<file path="config.mk">
export PLATFORM = sky130hd
export DESIGN_NAME = bcnn_fmap_collector
export DESIGN_NICKNAME = d
export VERILOG_FILES = /design/src/rtl/bcnn_fmap_collector_pkg.sv /design/src/rtl/bcnn_fmap_collector_row_packer.sv /design/src/rtl/bcnn_fmap_collector.sv
export SDC_FILE = /design/constraint.sdc
export NUM_CORES = 1
export LEC_CHECK = 0
export CORE_UTILIZATION = 40
export CTS_CLUSTER_DIAMETER = 200
export CTS_CLUSTER_SIZE = 12
export DETAILED_ROUTE_END_ITERATION = 16
export MAX_ROUTING_LAYER = met4
export PLACE_DENSITY_LB_ADDON = 0.05
export SLEW_MARGIN = 20
export SYNTH_ARGS = -nofsm -noshare
export SYNTH_HDL_FRONTEND = slang
export SYNTH_HIERARCHICAL = 1
export SYNTH_SLANG_ARGS = --single-unit
</file>
<file path="constraint.sdc">
create_clock -name clk -period 3.09 [get_ports clk]
set_input_delay 0.309 -clock clk [delete_from_list [all_inputs] [get_ports clk]]
set_output_delay 0.309 -clock clk [all_outputs]
set_load 0.01 [all_outputs]
</file>
<file path="src/rtl/bcnn_fmap_collector_pkg.sv">
// Shared BCNN feature-map geometry and collector FSM encoding.
// Output geometry follows from a valid (no padding) KERNEL_SIZE convolution.
package bcnn_fmap_collector_pkg;

    localparam int IMG_WIDTH   = 28;
    localparam int IMG_HEIGHT  = 28;
    localparam int KERNEL_SIZE = 3;
    localparam int OUT_COLS    = IMG_WIDTH - KERNEL_SIZE + 1;
    localparam int OUT_ROWS    = IMG_HEIGHT - KERNEL_SIZE + 1;

    typedef enum logic {
        ST_CAPTURE = 1'b0,
        ST_READ    = 1'b1
    } fsm_state_t;

endpackage

</file>
<file path="src/rtl/bcnn_fmap_collector_row_packer.sv">
// Serial-to-parallel row packer: one binarized pixel per accepted sample.
// row_word already includes the incoming bit so a full row can be committed on the same edge.
module bcnn_row_packer #(
    parameter int WIDTH = 26,
    localparam int COL_W = $clog2(WIDTH)
) (
    input  logic             clk,
    input  logic             reset,
    input  logic             shift_en,
    input  logic             bin,
    output logic [WIDTH-1:0] row_word,
    output logic             row_full
);

    logic [WIDTH-1:0] data_q;
    logic [COL_W-1:0] col_q;

    always_comb begin
        row_word        = data_q;
        row_word[col_q] = bin;
    end

    assign row_full = shift_en && (col_q == COL_W'(WIDTH - 1));

    always_ff @(posedge clk) begin
        if (reset) begin
            data_q <= '0;
            col_q  <= '0;
        end else if (shift_en) begin
            data_q <= row_word;
            col_q  <= row_full ? '0 : col_q + COL_W'(1);
        end
    end

endmodule

</file>
<file path="src/rtl/bcnn_fmap_collector.sv">
// Collects one binarized feature-map frame into row memory, then drains it
// row by row over a valid/ready port before capturing the next frame.
module bcnn_fmap_collector
    import bcnn_fmap_collector_pkg::*;
#(
    parameter int IMG_WIDTH   = bcnn_fmap_collector_pkg::IMG_WIDTH,
    parameter int IMG_HEIGHT  = bcnn_fmap_collector_pkg::IMG_HEIGHT,
    parameter int KERNEL_SIZE = bcnn_fmap_collector_pkg::KERNEL_SIZE,
    localparam int OUT_COLS   = IMG_WIDTH - KERNEL_SIZE + 1,
    localparam int OUT_ROWS   = IMG_HEIGHT - KERNEL_SIZE + 1,
    localparam int ROW_W      = $clog2(OUT_ROWS)
) (
    input  logic                clk,
    input  logic                reset,
    input  logic                bin_in,
    input  logic                bin_valid,
    input  logic                rd_ready,
    output logic                rd_valid,
    output logic [OUT_COLS-1:0] rd_data,
    output logic [ROW_W-1:0]    rd_row,
    output logic                frame_done,
    output logic                busy,
    output logic                overflow_err
);

    fsm_state_t          state, next_state;
    logic [ROW_W-1:0]    row_cnt, rd_ptr;
    logic [OUT_COLS-1:0] mem [OUT_ROWS];
    logic [OUT_COLS-1:0] row_word;
    logic                accept, row_full, handshake;
    logic                last_row, last_rd;
    logic                frame_done_q, overflow_q;

    assign accept    = (state == ST_CAPTURE) && bin_valid;
    assign handshake = (state == ST_READ) && rd_ready;
    assign last_row  = (row_cnt == ROW_W'(OUT_ROWS - 1));
    assign last_rd   = (rd_ptr == ROW_W'(OUT_ROWS - 1));

    bcnn_row_packer #(.WIDTH(OUT_COLS)) u_packer (
        .clk      (clk),
        .reset    (reset),
        .shift_en (accept),
        .bin      (bin_in),
        .row_word (row_word),
        .row_full (row_full)
    );

    always_comb begin
        next_state = state;
        case (state)
            ST_CAPTURE: if (row_full && last_row) next_state = ST_READ;
            ST_READ:    if (handshake && last_rd) next_state = ST_CAPTURE;
            default:    next_state = ST_CAPTURE;
        endcase
    end

    always_ff @(posedge clk) begin
        if (reset) begin
            state        <= ST_CAPTURE;
            row_cnt      <= '0;
            rd_ptr       <= '0;
            frame_done_q <= 1'b0;
            overflow_q   <= 1'b0;
        end else begin
            state        <= next_state;
            frame_done_q <= (state == ST_CAPTURE) && (next_state == ST_READ);
            if (row_full) row_cnt <= last_row ? '0 : row_cnt + ROW_W'(1);
            if (handshake) rd_ptr <= last_rd ? '0 : rd_ptr + ROW_W'(1);
            // Samples arriving while draining are dropped, but never silently.
            if ((state == ST_READ) && bin_valid) overflow_q <= 1'b1;
        end
    end

    // Frame memory is deliberately not reset; every row is rewritten before it is read.
    always_ff @(posedge clk) begin
        if (row_full) mem[row_cnt] <= row_word;
    end

    assign busy         = (state == ST_READ);
    assign rd_valid     = busy;
    assign rd_row       = busy ? rd_ptr : '0;
    assign rd_data      = busy ? mem[rd_ptr] : '0;
    assign frame_done   = frame_done_q;
    assign overflow_err = overflow_q;

endmodule

</file>
* After elaboration in Yosys (flattened, before gate mapping)
Memories as Yosys holds them, arrays and structs flattened. A register that Yosys moved wholly into a read port is not among the register bits.
Cells that the tools add are included.
W data, S select, Z words.
** Operators by class
- $add $sub $neg :: 3
- Magnitude comparators :: 2
- Eq/ne operators :: 3
- Multiplexer cells :: 15
- Bitwise logic cells :: 1
- Reductions and logical operators :: 8
** Operator list (number)
- $mux W5 :: 6
- $bwmux W26 :: 1
- $mux W26 :: 1
- $add A5 B1 Y5 const B :: 3
- $eq A5 B5 Y1 const B :: 3
- $logic_and A1 B1 Y1 :: 8
- $lt A5 B6 Y1 const B :: 1
- $demux W1 S5 :: 1
- $ge A5 B1 Y1 const B :: 1
- $mux W1 :: 5
- $pmux W1 S2 :: 1
- $not A1 Y1 :: 1
** Storage, ports and cells
- Register bits after elaboration :: 44
- RAM bits :: 676
- Input port bits :: 5
- Output and inout port bits :: 35
- Logic and storage cells :: 40
- Memories kept :: 1
** Memory list
- mem :: words 26, bits a word 26, read ports 1, clocked after memory_dff 1, write ports 1, RTL line bcnn_fmap_collector.sv:28 : logic [OUT_COLS-1:0] mem [OUT_ROWS];

* Longest topological paths before layout
Gate-level depths: netlist of the first run.
- Depth after elaboration :: 7
- Mapped depth :: 9

* Modules after synthesis
The synthesis of the first run kept the hierarchy.
** Modules (own cells, without submodules)
- bcnn_fmap_collector :: times used 1, cells an instance 1231, area an instance 26790.7 sq um, seq. area each 20659.8 sq um
- bcnn_row_packer :: times used 1, cells an instance 213, area an instance 1930.6 sq um, seq. area each 620.6 sq um

* Worst setup path after synthesis of the first run
Ideal clock, no wire load.
- Path type :: register -> register
- Start point :: register state (netlist: busy)
- End point :: memory mem[21][0] (netlist bit) (enable)
- Setup time :: 0.409 ns
- Arrival :: 2.855 ns
- Required time :: 2.681 ns
- Setup slack :: -0.174 ns
- Stages on the path, launching flop included :: 9
- Buffers on the path :: 4
- Period minus slack after synthesis :: 3.264 ns
- Cells stage by stage :: dfxtp_1 > clkbuf_1 > clkbuf_1 > nor2b_1 > buf_2 > and4_2 > clkbuf_1 > nand3_1 > nor2_1
** Between the ends
- Longest elaborated chain between the ends :: 5
** RTL lines
- start, declared :: RTL line bcnn_fmap_collector.sv:26 : fsm_state_t state, next_state;
- start signal, assigned :: RTL line bcnn_fmap_collector.sv:65 : state <= next_state;
- $not A1 Y1 :: RTL line bcnn_fmap_collector.sv:34 : assign accept = (state == ST_CAPTURE) && bin_valid;
- $logic_and A1 B1 Y1 :: RTL line bcnn_fmap_collector.sv:34
- net accept :: RTL line bcnn_fmap_collector.sv:30 : logic accept, row_full, handshake;
- $logic_and A1 B1 Y1 :: RTL line bcnn_fmap_collector_row_packer.sv:23 : assign row_full = shift_en && (col_q == COL_W'(WIDTH - 1));
- net row_full :: RTL line bcnn_fmap_collector.sv:30
- $mux W1 :: RTL line bcnn_fmap_collector.sv:76 : if (row_full) mem[row_cnt] <= row_word;
- $mux W1 (implied by the code) :: RTL line bcnn_fmap_collector.sv:76
- end, declared :: RTL line bcnn_fmap_collector.sv:28
The timed path passes the listed nets, and every way through them passes these cells.

==> results.md, run 1 <==
* Dpl hpwl at approximately 42000 um
* IO Count at 40
* Initial core utilization at about two fifths
* #FFs+latches synth at slightly above 700
* Largest net degree at the start of global routing at 36
* Max cap viols at 0
* Slew Limit Headroom at 41.4%
* Worst Path Required at 2.78 ns
* Maximum vdd drop at roughly 300 uV
* Minimum clock period at 3.00 ns
* Max Clk Rate at roughly 0.33 GHz
* FILL cells at ~6000
* Fraction of layout instances using a drive strength above 1 at 27.9%
* Ys flop type: edfxtp_1
* Syn Area/Cell at 19.9 sq um
* Row Count at 97
* Status: completed
* CP arrival at 2.69 ns
* CP cell instances: buf_4, buf_12, buf_8, mux4_2, o22ai_4, a2111oi_4, dlygate4sd2_1
* Final instance area at between 0.03 and 0.04 sq mm
* WL/cell at 30.0 um
* Drt initial violations at about 1200
* EDFF count, synth at 676
* Syn nets at roughly 1500
* Skew final at 0.0254 ns
* Input/output buffers at 39
* Fin. Hold Viols at 0
* Worst Hold Depth at 3
* Die footprint at 0.0729 sq mm
* Residual DRC at 0
* DR vias at 14300
* Worst path max stage delay at ~0.54 ns
* Worst-Margin Slew at 0.880 ns
* Ys async rst share at 0%
* Place WS at about 0.11 ns
* Synth cell types at 50
* CTS buffer count at 70
* Crit path kind: reg2out
* Clock sink count at 725
* Die height at 270 um
* Post-Syn Area at 0.0287 sq mm
* Dominant cells by area after synthesis: edfxtp_1 71%, mux4_2 9.5%, dfxtp_1 3.4%, mux2i_1 2.8%, mux2_2 1.9%
* # nets final at 1595
* Post-synthesis sequential area ratio at 74.1%
* Pleak at roughly 11 nW
* RSZ-0062 raised after global routing: false
* Placer Congestion at 0.741
* Clock root buffer: clkbuf_16
* Setup tns final at 0 ns
* H-tree Lvls at 3
* Aggregate global-route resource usage at 21.8%
* Crit path launch type: flop
* Critical Path End Type: primary output
* Post-Synthesis Cells at around 1400
* Depth of the worst register-to-register path at 6
* Fin worst setup slack at 0.0880 ns
* Maximum clock path buffer count at 3
* Post-DP Area at 0.0310 sq mm
* First-pass GRT wire length at 109000 um
* Post-synth top area share at a little over two thirds
* Tcrit/Tclk final at 97.2%
* Clk pin slew, worst setup/hold paths at 0.06 ns
* Routed wire length at 76400 um
* Antenna violations before repair at 0
* Vias in the first global route at 14700
* Core ar. at just over 0.07 sq mm
* Area grow syn2layout at 16.6%
* CTS tree: yes
* CTS Hold Buffers Added at 0
* HP Class: in2reg
* Grt total ovfl at 0
* Crit-path max FO at 9
* PwrDens at 548 mW/mm^2
* Die width at 270 um
* Final ANT Viol Nets at 0
* Yosys warns at 6
* Post-synth top area cell: edfxtp_1
* Setup-failing EPs final at 0
* Vias/cell at 5.61
* Clock latency on the worst-skew pair at 0.60 ns
* Count of final max-slew check failures at 0
* Worst path slowest cell: mux4_2
* Total iterations of the first detailed-routing run at 5
cell families (layout without fill, tap and decap cells):
| logic type | after synthesis | count (layout) | share of synthesized area (%) |
|---|---|---|---|
| flip-flops | 725 | 725 | 74.1 |
| AND/OR/NAND/NOR | 202 | 202 | 3.59 |
| other | 0 | 1 | 0 |
| AO/OA/AOI/OAI | 138 | 138 | 4.05 |
| adder cells (fa/ha/maj) | 10 | 10 | 0.436 |
| multiplexers | 262 | 262 | 15.2 |
| XOR/XNOR | 9 | 9 | 0.274 |
| buffers and inverters | 98 | 259 | 2.37 |
timing repair:
| item | CTS | global route |
|---|---|---|
| pin swaps | 2 | 3 |
| setup buffers | 17 | 12 |
| cloned | 2 | 2 |
| gates resized for setup | 47 | 28 |
| setup endpoints to repair | 26 | 14 |
placed cells by master, fill, tap and decap left out, types with 30 or more instances in the layout:
cell / count
buf_4: 58
mux2i_1: 79
nor2_1: 40
buf_12: 44
nand2b_1: 30
o22ai_1: 44
edfxtp_1: 676
mux2_2: 49
nand2_1: 59
clkbuf_16: 73
mux4_2: 121
dfxtp_1: 44
synth_stat cells, types with 3 or more instances:
master,instances
edfxtp_1,676
mux4_2,121
mux2i_1,79
nor2_1,66
nand2_1,59
o22ai_1,52
dfxtp_1,49
mux2_2,49
nand2b_1,31
buf_2,28
a2111oi_2,26
a221o_1,26
o21ai_0,26
clkbuf_1,21
buf_6,19
buf_4,16
ha_1,10
mux4_1,9
nand3_1,9
and2_1,6
inv_1,6
nand4_1,6
xor2_1,6
a21oi_1,4
mux2_4,4
nor3b_4,4
and2_0,3
buf_12,3
nor2b_1,3
xnor2_1,3
per-stage QoR:
stage                     util [%]  cells  hold WS [ns]  power, mW
after global routing          47.5   2545         0.387       18.9
after floorplan                  -   1444         0.443       10.9
final                         47.5   2546         0.363       18.4
after CTS                     47.2   2531         0.334       18.6
after detailed placement      43.9   2415         0.463       11.0
after global placement        43.9   2415         0.458       11.0
critical path, delay by kind of cell (launching register included):
family / cells / cell delay, ns
buffers and inverters: 4 / 0.77
multiplexers: 1 / 0.54
flip-flops: 1 / 0.45
AO/OA/AOI/OAI: 2 / 0.33
cell type report:
cell class / count / area (sq um) / area share (%)
antenna: 1 / 2.50 / 0.00747
clock buffer: 95 / 1870 / 5.58
clock inverter: 2 / 17.5 / 0.0523
inverter: 6 / 22.5 / 0.0673
multi-input combinational: 621 / 7120 / 21.3
sequential: 725 / 21300 / 63.6
tap: 940 / 1180 / 3.51
timing repair buffer: 156 / 1980 / 5.92
final timing paths:
| path | start | slack [ns] | end |
|---|---|---|---|
| max | flop | 0.09 | rd_data[3] |
| min | bin_valid | 0.36 | overflow_err |
| max reg2reg | u_packer/col_q[4] | 0.42 | mem[21][5] |
| min reg2reg | overflow_err | 0.47 | overflow_err |
registers in the layout (all words and copies together), names as in the netlist, named ones only:
register         cells
overflow_err         1
frame_done           1
mem                676
row_cnt              5
busy                 1
u_packer/data_q     26
rd_ptr               5
u_packer/col_q       5
layer usage:
| metal | share of wire, % | track usage [%] | vias to the layer above |
|---|---|---|---|
| met4 | 1.7 | 4.95 | 0 |
| met1 | 46 | 30.8 | 7717 |
| met3 | 4.6 | 2.78 | 82 |
| li1 | - | - | 6140 |
| met2 | 47 | 33.7 | 344 |
| met5 | 0 | - | - |
power by group:
group          switching, mW  internal (mW)
combinational          0.101         0.0368
sequential           0.00569           10.6
clock                   3.45           4.17
total                   3.55           14.8
No activity file was read; power rests on OpenSTA's default activity.
==> run 2: changes to the inputs <==
--- a/config.mk
+++ b/config.mk
@@ -6,6 +6,7 @@
 export NUM_CORES = 1
 export LEC_CHECK = 0
 export CORE_UTILIZATION = 40
+export CTS_BUF_LIST = sky130_fd_sc_hd__clkbuf_4
 export CTS_CLUSTER_DIAMETER = 200
 export CTS_CLUSTER_SIZE = 12
 export DETAILED_ROUTE_END_ITERATION = 16
==> constraint.sdc (replaced) <==
create_clock -name clk -period 3 [get_ports clk]
set_input_delay 0.3 -clock clk [delete_from_list [all_inputs] [get_ports clk]]
set_output_delay 0.3 -clock clk [all_outputs]
set_load 0.01 [all_outputs]
==> results.md, run 2 (synthesis results as in run 1) <==
* # nets final at approximately 1700
* Max Clk Rate at 0.323 GHz
* Count of final max-slew check failures at 0
* Slew Limit Headroom at 39.6%
* Commonest non-fill, non-tap cell in the layout: edfxtp_1
* Worst path slowest cell: mux4_2
* RSZ-0062 raised after global routing: true
* Commonest cells after routing, fill and taps aside: 676 x edfxtp_1, 127 x mux4_2, 99 x clkbuf_4, 79 x mux2i_1, 73 x buf_4
* Skew final at 0.0494 ns
* Area grow syn2layout at 18.4%
* PwrDens at 463 mW/mm^2
* Violated checks: negative setup slack
* Worst Path Required at 2.70 ns
* Met1 wire length at 37000 um
* Crit path kind: reg2out
* Maximum clock path buffer count at 3
* Critical Path End Type: primary output
* Initial core utilization at 40.7%
* Drt initial violations at 1383
* Total power at 15.7 mW
* Maximum vdd drop at 202 uV
* Fraction of layout instances using a drive strength above 1 at 37.5%
* Vias in the first global route at 15000
* Minimum clock period at 3.10 ns
* IO Count at 40
* Fin. Hold Viols at 0
* DR WL met2 at about 38000 um
* Highest metal used: met4
* CP arrival at 2.80 ns
* Die width at 270 um
* Setup-failing EPs final at 25
* Final instance area at 0.0340 sq mm
* Vias/cell at 5.59
* Routed wire length at 80000 um
* Worst hold slack at approximately 0.11 ns
* Total iterations of the first detailed-routing run at 5
* Reg with most FFs: mem
* Clock sink count at 725
* Aggregate global-route resource usage at 22.7%
* Placer Congestion at roughly 0.76
* CP cell instances: buf_12, buf_16, buf_12, buf_12, mux4_2, o22ai_4, a2111oi_4, buf_2
* CP delay by family, top: buffers and inverters
* Row Count at 97
* CTS buffer count at 70
* First-pass GRT wire length at 113000 um
* Clock latency on the worst-skew pair at 0.87 ns
* Dpl hpwl at 42700 um
* Worst path max stage delay at 0.53 ns
* Max FFs per register at 676
* CTS Hold Buffers Added at 0
* Crit path buffers/inverters at 5
* Final ANT Viol Nets at 0
* Max cap viols at 0
* Post-DP Area at ~0.031 sq mm
* HP Class: in2reg
* DR vias at 14600
* Grt total ovfl at 0
* Tcrit/Tclk final at 103%
* Crit path top cell by count: buf_12
* Crit path launch type: flop
* Regs by FF count: mem: 676 flops, u_packer/data_q: 26 flops
* Antenna violations before repair at 2
* H-tree Lvls at 3
* WL/cell at 30.6 um
* Fin worst setup slack at -0.0955 ns
* Die footprint at 0.0729 sq mm
* Status: finished, violations left
* Residual DRC at 0
* Clk pin slew, worst setup/hold paths at around 0.13 ns
* Met3 wire len at slightly above 4000 um
* Largest net degree at the start of global routing at 27
* Pleak at 10.6 nW
* Input/output buffers at 39
* Worst-Margin Slew at 0.906 ns
* CTS tree: yes
* Die height at around 270 um
* Core ar. at 0.0705 sq mm
* Crit-path max FO at 8
* FILL cells at about 5800
* Clock root buffer: clkbuf_4
## run 2: changes by cell type in the layout (fill, tap and decap cells not counted), sizes merged
| cell | before | now |
|---|---|---|
| buf | 115 | 195 |
| dlygate4sd2 | 16 | 0 |
| clkbuf | 100 | 105 |
| dlymetal6s2s | 5 | 0 |
| bufbuf | 2 | 1 |
| clkinvlp | 0 | 1 |
| diode | 1 | 2 |
## run 2: final timing paths
check	endpoint	depth (start not counted)	start	slack [ns]
max	rd_data[16]	8	flop	-0.1
min	overflow_err	3	bin_valid	0.11
max reg2reg	mem[1][8]	9	busy	0.38
min reg2reg	u_packer/data_q[7]	2	u_packer/data_q[7]	0.48
## run 2: final cells by class
cell class	instances	area, sq um	area share, %
antenna	2	5.00	0.0147
clock buffer	99	743	2.19
timing repair buffer	215	2950	8.68
tap	940	1180	3.46
sequential	725	21300	62.6
inverter	6	22.5	0.0662
multi-input combinational	621	7780	22.9
clock inverter	3	20.0	0.0589
## run 2: power breakdown
part	total, mW	internal [mW]	leakage (nW)	switching [mW]
combinational	0.147	0.0389	3.49	0.108
clock	4.67	1.50	0.464	3.17
sequential	10.9	10.9	6.65	0.00525
## run 2: what timing repair did
item | CTS | global route
endpoints found under the setup margin | 26 | 26
gates resized for setup | 268 | 52
buffers inserted | 48 | 12
gates cloned | 18 | 7
pin swaps | 24 | 24
## run 2: worst reg2reg max path, delay by kind of cell (launching register included)
kind	cells	cell delay, ns
buf+inv	5	1.18
flops	1	0.36
simple gates	4	0.71
## run 2: stage by stage
step           setup slack [ns]  cells  TNS (ns)  util [%]
2_1_floorplan            -0.264   1444   -106.97         -
3_3_place_gp              0.185   2427         0      44.1
6_report                -0.0955   2611     -1.39      48.2
4_1_cts                  -0.275   2594     -4.73      47.7
5_1_grt                  -0.214   2611     -4.34      48.2
3_5_place_dp              0.172   2427         0      44.1
## run 2: metal layers
| metal | vias to the layer above | track usage (%) |
|---|---|---|
| met5 | - | - |
| met4 | 0 | 4.89 |
| met3 | 84 | 3.98 |
| met2 | 338 | 34.5 |
| met1 | 7882 | 32.1 |
| li1 | 6282 | - |
==> run 3: changes to the inputs <==
--- a/config.mk
+++ b/config.mk
@@ -8,7 +8,7 @@
 export CORE_UTILIZATION = 40
 export CTS_BUF_LIST = sky130_fd_sc_hd__clkbuf_4
 export CTS_CLUSTER_DIAMETER = 200
-export CTS_CLUSTER_SIZE = 12
+export CTS_CLUSTER_SIZE = 16
 export DETAILED_ROUTE_END_ITERATION = 16
 export MAX_ROUTING_LAYER = met4
 export PLACE_DENSITY_LB_ADDON = 0.05
==> results.md, run 3 (synthesis results as in run 1) <==
* Fin. Hold Viols at 0
* Worst Min Path Start: reset
* Drt initial violations at 1410
* Reg with most FFs: mem
* Status: finished, violations left
* Commonest non-fill, non-tap cell in the layout: edfxtp_1
* RSZ-0062 raised after global routing: true
* Worst hold slack at 0.191 ns
* Crit path launch type: flop
* Area of the multi-input gates at 0.00767 sq mm
* Max FFs per register at 676
* FILL cells at a little under 6000
* Cells after DPL at 2427
* Skew final at approximately 0.069 ns
* Vias in the first global route at 14700
* Maximum clock path buffer count at 3
* Slew Limit Headroom at 40.7%
* H-tree Lvls at 2
* Regs by FF count: mem: 676 flops, u_packer/data_q: 26 flops
* HP Class: in2reg
* CP endpoint: rd_data[4]
* Row Count at 97
* Tcrit/Tclk final at 106%
* First-pass GRT wire length at 112000 um
* Max cap viols at 0
* CP arrival at 2.88 ns
* Routed wire length at 78900 um
* Worst Path Required at about 2.7 ns
* Depth of the worst register-to-register path at 9
* Maximum vdd drop at 282 uV
* Worst Hold Depth at 3
* PwrDens at roughly 450 mW/mm^2
* Largest net degree at the start of global routing at 27
* Register area at 0.0213 sq mm
* Critical Path End Type: primary output
* Total iterations of the first detailed-routing run at 5
* CTS buffer count at 51
* Die footprint at approximately 0.073 sq mm
* Clock latency on the worst-skew pair at 0.89 ns
* Worst-Margin Slew at between 0.8 and 0.9 ns
* Pleak at 10.4 nW
* Aggregate global-route resource usage at 22.4%
* Core ar. at approximately 0.071 sq mm
* Clock root buffer: clkbuf_4
* Minimum clock period at between 3 and 4 ns
* Die width at 270 um
* Area grow syn2layout at 16.5%
* RR Endpoint: mem[1][17]
* Fraction of layout instances using a drive strength above 1 at about a third
* Max Clk Rate at 0.315 GHz
* R2R Path Start: busy
* R2r setup slk at 0.39 ns
* Cell Count, Final, Fillers Out at 2569
* Place WS at roughly 0.17 ns
* Die height at about 270 um
* Vias/cell at 5.63
* Initial core utilization at 40.7%
* Placer Congestion at roughly 0.76
* Crit-path max FO at 5
* # nets final at between 1500 and 2000
* Setup-failing EPs final at 26
* CTS tree: yes
* Clock sink count at 725
* Input/output buffers at 39
* Crit path kind: reg2out
* Dpl hpwl at 42700 um
* Residual DRC at 0
* DR vias at 14500
* Final ANT Viol Nets at 0
* Count of final max-slew check failures at 0
* Grt total ovfl at 0
* Clk pin slew, worst setup/hold paths at 0.17 ns
* Antenna violations before repair at 1
* Fin worst setup slack at -0.175 ns
* WL/cell at 30.7 um
* IO Count at 40
* Violated checks: negative setup slack
* Commonest cells after routing, fill and taps aside: 676 x edfxtp_1, 125 x mux4_2, 79 x mux2i_1, 79 x buf_4, 70 x clkbuf_4
* Setup tns final at -2.99 ns
[run 3: final cells by class]
type                    instances  area share (%)
repair buffers                204            8.21
multi-input cells             621            22.9
clock inverters                 2          0.0598
well taps                     940            3.51
inverters                       6          0.0673
clock buffers                  70            1.57
flip-flops and latches        725            63.6
diodes                          1         0.00748
[run 3: stage by stage]
step	total power, mW	utilization (%)	instance area [sq um]
global placement	11.3	44.1	31100
CTS	15.3	46.9	33100
global route	15.7	47.5	33500
finish	15.2	47.5	33500
floorplan	11.2	-	28700
detailed placement	11.3	44.1	31100
[run 3: routing by layer]
metal / track usage [%] / share of wire, % / vias to the layer above
met5: - / 0 / -
met4: 3.89 / 1.4 / 0
met3: 3.22 / 4.8 / 67
met2: 34.3 / 47 / 344
met1: 32.2 / 47 / 7859
li1: - / - / 6201
[run 3: worst min path at each step]
stage,end,slack [ns]
after global routing,row_cnt[0],0.14
final,row_cnt[0],0.19
after global placement,overflow_err,0.45
after detailed placement,u_packer/data_q[7],0.46
after CTS,row_cnt[0],0.08
after floorplan,flop,0.43
[run 3: power by group]
part	leakage (nW)	total [mW]	switching [mW]	internal, mW
clock network	0.333	4.10	3.03	1.06
registers	6.65	10.9	0.00529	10.9
logic	3.40	0.149	0.109	0.0397
total	10.4	15.2	3.15	12.0
[run 3: critical path, cell delays in order (launching register included)]
cell and delay (ns):
dfxtp_4 0.43, buf_12 0.15, buf_8 0.13, nor3b_4 0.18, buf_12 0.14, buf_16 0.14, a221o_1 0.35, a2111oi_4 0.27
buf_2 0.21
[run 3: timing repair]
item	in CTS	in global routing
hold buffers	1	0
endpoints found under the hold margin	1	0
gates resized for setup	225	43
setup buffers	41	7
endpoints found under the setup margin	26	26
pin swaps	23	18
cloned	16	5
